--- config.mk ---
export PLATFORM = sky130hd
export DESIGN_NAME = instr_fetch
export DESIGN_NICKNAME = d
export VERILOG_FILES = /design/src/rtl/instr_fetch.sv
export SDC_FILE = /design/constraint.sdc
export NUM_CORES = 1
export LEC_CHECK = 0
export ABC_AREA = 1
export CORE_ASPECT_RATIO = 0.6
export CORE_UTILIZATION = 56
export DETAILED_ROUTE_END_ITERATION = 10
export PLACE_DENSITY_LB_ADDON = 0.08
export SLEW_MARGIN = 30
export SYNTH_ARGS = -nofsm -noshare
export SYNTH_HDL_FRONTEND = slang
export SYNTH_SLANG_ARGS = --single-unit
--- constraint.sdc ---
create_clock -name clk -period 3 [get_ports clk]
set_input_delay 0.45 -clock clk [delete_from_list [all_inputs] [get_ports clk]]
set_output_delay 0.45 -clock clk [all_outputs]
set_load 0.02 [all_outputs]
--- src/rtl/instr_fetch.sv ---
// instr_fetch: MIPS fetch stage with credit-limited imem requests, in-order responses and an instruction FIFO
module instr_fetch #(
  parameter int DWIDTH = 32,
  parameter logic [DWIDTH-1:0] RESET_PC = '0,
  parameter int DEPTH = 2
) (
  input  logic              clk,
  input  logic              rstn,
  output logic              imem_req_valid,
  input  logic              imem_req_ready,
  output logic [DWIDTH-1:0] imem_req_addr,
  input  logic              imem_rsp_valid,
  input  logic [DWIDTH-1:0] imem_rsp_data,
  output logic              instr_valid,
  input  logic              instr_ready,
  output logic [DWIDTH-1:0] instr,
  output logic [DWIDTH-1:0] instr_pc,
  input  logic              redirect_valid,
  input  logic [DWIDTH-1:0] redirect_pc
);
  localparam int CW = $clog2(DEPTH + 1);
  typedef enum logic [1:0] {IDLE, RUN, DRAIN} state_t;
  state_t state, state_nxt;
  logic [DWIDTH-1:0] pc;
  logic [CW-1:0] outst, outst_nxt, fcnt;
  logic [DWIDTH-1:0] pend [DEPTH];
  logic [DWIDTH-1:0] fdata [DEPTH];
  logic [DWIDTH-1:0] fpc [DEPTH];
  logic accept, push, pop;
  assign imem_req_valid = state == RUN && !redirect_valid && (int'(outst) + int'(fcnt) < DEPTH);
  assign imem_req_addr = pc;
  assign accept = imem_req_valid && imem_req_ready;
  assign push = state == RUN && imem_rsp_valid && !redirect_valid;
  assign instr_valid = fcnt != '0;
  assign pop = instr_valid && instr_ready && !redirect_valid;
  assign outst_nxt = outst + CW'(accept) - CW'(imem_rsp_valid);
  assign instr = fdata[0];
  assign instr_pc = fpc[0];
  // next state: leave IDLE at once, drain stale responses after a redirect
  always_comb begin
    state_nxt = state;
    if (state == IDLE) state_nxt = RUN;
    else if (state == RUN && redirect_valid && outst_nxt != '0) state_nxt = DRAIN;
    else if (state == DRAIN && outst_nxt == '0) state_nxt = RUN;
  end
  // state, pc and the credit counters
  always_ff @(posedge clk or negedge rstn) begin
    if (!rstn) begin
      state <= IDLE;
      pc <= RESET_PC;
      outst <= '0;
      fcnt <= '0;
    end else begin
      state <= state_nxt;
      pc <= (redirect_valid && state != IDLE) ? redirect_pc : accept ? pc + DWIDTH'(4) : pc;
      outst <= outst_nxt;
      fcnt <= redirect_valid ? '0 : fcnt + CW'(push) - CW'(pop);
    end
  end
  // pending-PC queue: head is the PC of the oldest outstanding request
  always_ff @(posedge clk or negedge rstn) begin
    if (!rstn) begin
      for (int i = 0; i < DEPTH; i++) pend[i] <= '0;
    end else begin
      for (int i = 0; i < DEPTH; i++) begin
        if (imem_rsp_valid) pend[i] <= pend[(i + 1) % DEPTH];
        if (accept && i == int'(outst) - int'(imem_rsp_valid)) pend[i] <= pc;
      end
    end
  end
  // shifting FIFO; entry 0 is the head and is left in place when the last word leaves
  always_ff @(posedge clk or negedge rstn) begin
    if (!rstn) begin
      for (int i = 0; i < DEPTH; i++) begin
        fdata[i] <= '0;
        fpc[i] <= '0;
      end
    end else begin
      for (int i = 0; i < DEPTH; i++) begin
        if (pop && i + 1 < int'(fcnt)) begin
          fdata[i] <= fdata[(i + 1) % DEPTH];
          fpc[i] <= fpc[(i + 1) % DEPTH];
        end
        if (push && i == int'(fcnt) - int'(pop)) begin
          fdata[i] <= imem_rsp_data;
          fpc[i] <= pend[0];
        end
      end
    end
  end
endmodule
==> metrics.csv <==
stage;metric;value;unit
synthesis;#FFs+latches synth;230;
cts;clk slew on worst S/H paths;0.07;ns
timing;unrepaired setup endpoints after global routing;false;
critical_path;WP data arrival;2.43;ns
synthesis;Syn Nets;1583;
timing;Final WS setup;0.123;ns
routing;DR WL/cell;16.3;um
timing;TNS Setup;0;ns
grt;GRT Resource Usage Total;27.3;%
worst_hold_path;Min-Delay Path Class;input pin to flip-flop;
placed_design;Cells after DPL;1804;
routing;post-route ant nets;0;
grt;total congestion overflow;0;
synthesis;Seq/Total Area, Yosys;47.4;%
cts;clock buffer depth;3;
power_and_ir_drop;Max IR drop VDD;609;uV
timing;Slew Viols, Final;0;
critical_path;crit path capture type;output port;
grt;largest net degree at the start of global routing;85;
cts;CTS resizes;0;
timing;Slew @ Worst Pin;0.693;ns
routing;drt pass-1 iters;6;
finish;layout cells sized above 1;5.30;%
critical_path;most frequent CP cell;inv_1;
critical_path;CP startpoint;fcnt[0];
synthesis;ranking of synthesized cells by area;dfrtp_1 47%, nand3_1 13%, nand2_1 8.0%;
timing;min Tclk post-route;2.88;ns
timing;fmax;348;MHz
routing;vias per std cell;5.71;
critical_path;Startpoint Class;flip-flop;
placed_design;routability cong.;0.865;
synthesis;Cell Area, Synth;12200;um^2
power_and_ir_drop;Pleak;6.82;nW
die;area of the die;22300;um^2
finish;Layout area overhead;18.7;%
routing;drt drc;0;
synthesis;EDFF count, synth;0;
grt;vias in the first global route;9486;
synthesis;Top FF cell, synth;dfrtp_1;
cts;Num Clock Sinks;230;
placed_design;number of buffers added on ports;167;
timing;Final setup viols;0;
routing;Initial DRC Count;998;
synthesis;number of distinct library cells after synthesis;33;
critical_path;CP Max Fanout;4;
finish;# fillers;1767;
finish;antenna diode count;0;
routing;Vias;10523;
cts;H-tree depth;1;
synthesis;Commonest cells post-synth;324 x nand3_1, 260 x nand2_1, 230 x dfrtp_1;
die;chip width;192;um
cts;CTS buffer count;22;
synthesis;Synth top area share;47.4;%
critical_path;critical path cell sequence;nand2_1, inv_1, fa_1, inv_1, nand3_1, inv_1, clkdlybuf4s50_1;
grt;initial antenna violation count;0;
timing;fin crit share;95.9;%
placed_design;post-place setup slack;0.283;ns
critical_path;max incr delay on CP;0.60;ns
synthesis;Mapped Cells;1503;
power_and_ir_drop;P per Cell Area;975;nW/um^2
die;Die Ht;116;um
grt;global-route wire length before repair;49000;um
die;# IOs;168;
routing;DRT Wirelength;30000;um
placed_design;DP Wirelength;19500;um
critical_path;worst reg2reg path startpoint;fcnt[0];
placed_design;DP Area;13600;um^2
worst_hold_path;Hold Crit Start;redirect_pc[0];
job;Max Cap Viol;0;
critical_path;Setup CP Type;flip-flop to output port;
synthesis;Synth async-reset ratio;100;%
finish;Final Util;68.3;%
cts;CTS tree;done;
critical_path;Max stage delay cell, worst path;clkdlybuf4s50_1;
cts;worst skew pair latency;0.51;ns
timing;endpoints failing hold;0;
cts;Root Driver;clkbuf_16;
timing;Slew Limit Headroom;53.8;%
synthesis;most instantiated library cell after synthesis;nand3_1;
synthesis;number of synthesis warnings;0;
die;Starting Density;57.5;%
finish;fin cells;1844;
timing;Clock Skew;0.00820;ns
die;Placeable Area;21100;um^2
die;std cell rows;41;
synthesis;area leader, netlist;dfrtp_1;
finish;Nets;1630;
synthesis;Avg Inst Size Synth;8.09;um^2
run_status;status;finished, final reports clean;
critical_path;CP required;2.55;ns
finish;design area;14400;um^2
==> per-stage QoR <==
| step | total power [mW] | hold slack (ns) |
|---|---|---|
| floorplan | 9.15 | 0.154 |
| global placement | 10.8 | 0.493 |
| detailed placement | 10.9 | 0.499 |
| CTS | 14.1 | 0.472 |
| global route | 15.0 | 0.515 |
| finish | 14.1 | 0.476 |
==> per-layer routing <==
| layer | global-route usage (%) | routed length (um) | share of wire, % | vias up |
|---|---|---|---|---|
| li1 | - | - | - | 5084 |
| met1 | 42.0 | 14400 | 48 | 5080 |
| met2 | 41.2 | 13200 | 44 | 332 |
| met3 | 4.36 | 2080 | 6.9 | 27 |
| met4 | 4.88 | 332 | 1.1 | 0 |
| met5 | 0 | 0 | 0 | - |
==> critical path: cells and delay by family, from the launching register on <==
kind          cells  cell delay (ns)
flops             1             0.42
simple gates      2             0.21
buf+inv           4             0.86
fa+ha+maj         1             0.43
==> flip-flops by register name, indices dropped and copies added, names as in the netlist <==
signal         flops
instr             32
fcnt               2
fpc               32
instr_pc          32
outst              2
state              2
fdata             32
imem_req_addr     32
pend              64
==> power breakdown <==
group	switching, mW	leakage (nW)	total [mW]	internal (mW)
logic	3.01	3.55	5.34	2.33
registers	1.15	2.86	5.57	4.42
clock network	1.21	0.411	3.16	1.95
==> cell usage in the layout, fill, tap and decap left out, types with 2 or more instances in the layout <==
master	synthesis	routed
inv_1	173	173
clkinv_2	0	5
nand2_2	3	3
nand3_4	0	2
nand2_1	260	259
clkdlybuf4s50_1	0	165
nand4_1	3	3
dfrtp_1	230	230
nor2_2	1	2
o211ai_1	65	65
xor2_1	6	6
o21ai_0	73	73
xnor2_1	2	2
buf_12	0	11
nand3_1	324	322
o221ai_1	64	64
clkbuf_8	0	5
a21oi_1	12	12
ha_1	9	9
inv_2	2	2
or2_2	6	6
nor3_1	2	2
o22ai_1	2	2
clkbuf_16	0	23
buf_4	65	13
mux2i_1	4	4
nor2_1	85	84
bufinv_16	0	5
==> worst paths after layout <==
kind	slack (ns)	to	depth (start not counted)
setup / recovery	0.12	imem_req_valid	7
hold / removal	0.48	imem_req_addr[0]	3
setup reg to reg	0.41	state[1]	13
hold reg to reg	0.51	pend[10]	2
max in group asynchronous	1.68	fdata[6]	3
min in group asynchronous	0.52	imem_req_addr[6]	2
==> cell families (layout without fill, tap and decap cells) <==
| kind of cell | after synthesis | after routing | synth area share [%] |
|---|---|---|---|
| buffers and inverters | 345 | 407 | 13.2 |
| AO/OA/AOI/OAI | 220 | 220 | 12.4 |
| AND/OR/NAND/NOR | 686 | 686 | 25.0 |
| multiplexers | 4 | 4 | 0.329 |
| flip-flops | 230 | 230 | 47.4 |
| XOR/XNOR | 8 | 8 | 0.577 |
| adder cells (fa/ha/maj) | 10 | 10 | 1.09 |
==> final cells by class <==
cell class,instances,area (um^2),share of cell area (%)
clock buffers,29,648,4.49
clock inverters,10,175,1.21
inverters,176,663,4.60
multi-input cells,928,4840,33.5
flip-flops and latches,230,5760,39.9
well taps,279,349,2.42
repair buffers,192,2000,13.9
==> timing repair <==
| item | in CTS | in global routing |
|---|---|---|
| buffers inserted | 0 | 0 |
| hold buffers | 1 | 0 |
| endpoints found under the hold margin | 80 | 0 |
Power figures use the tool's default switching activity.
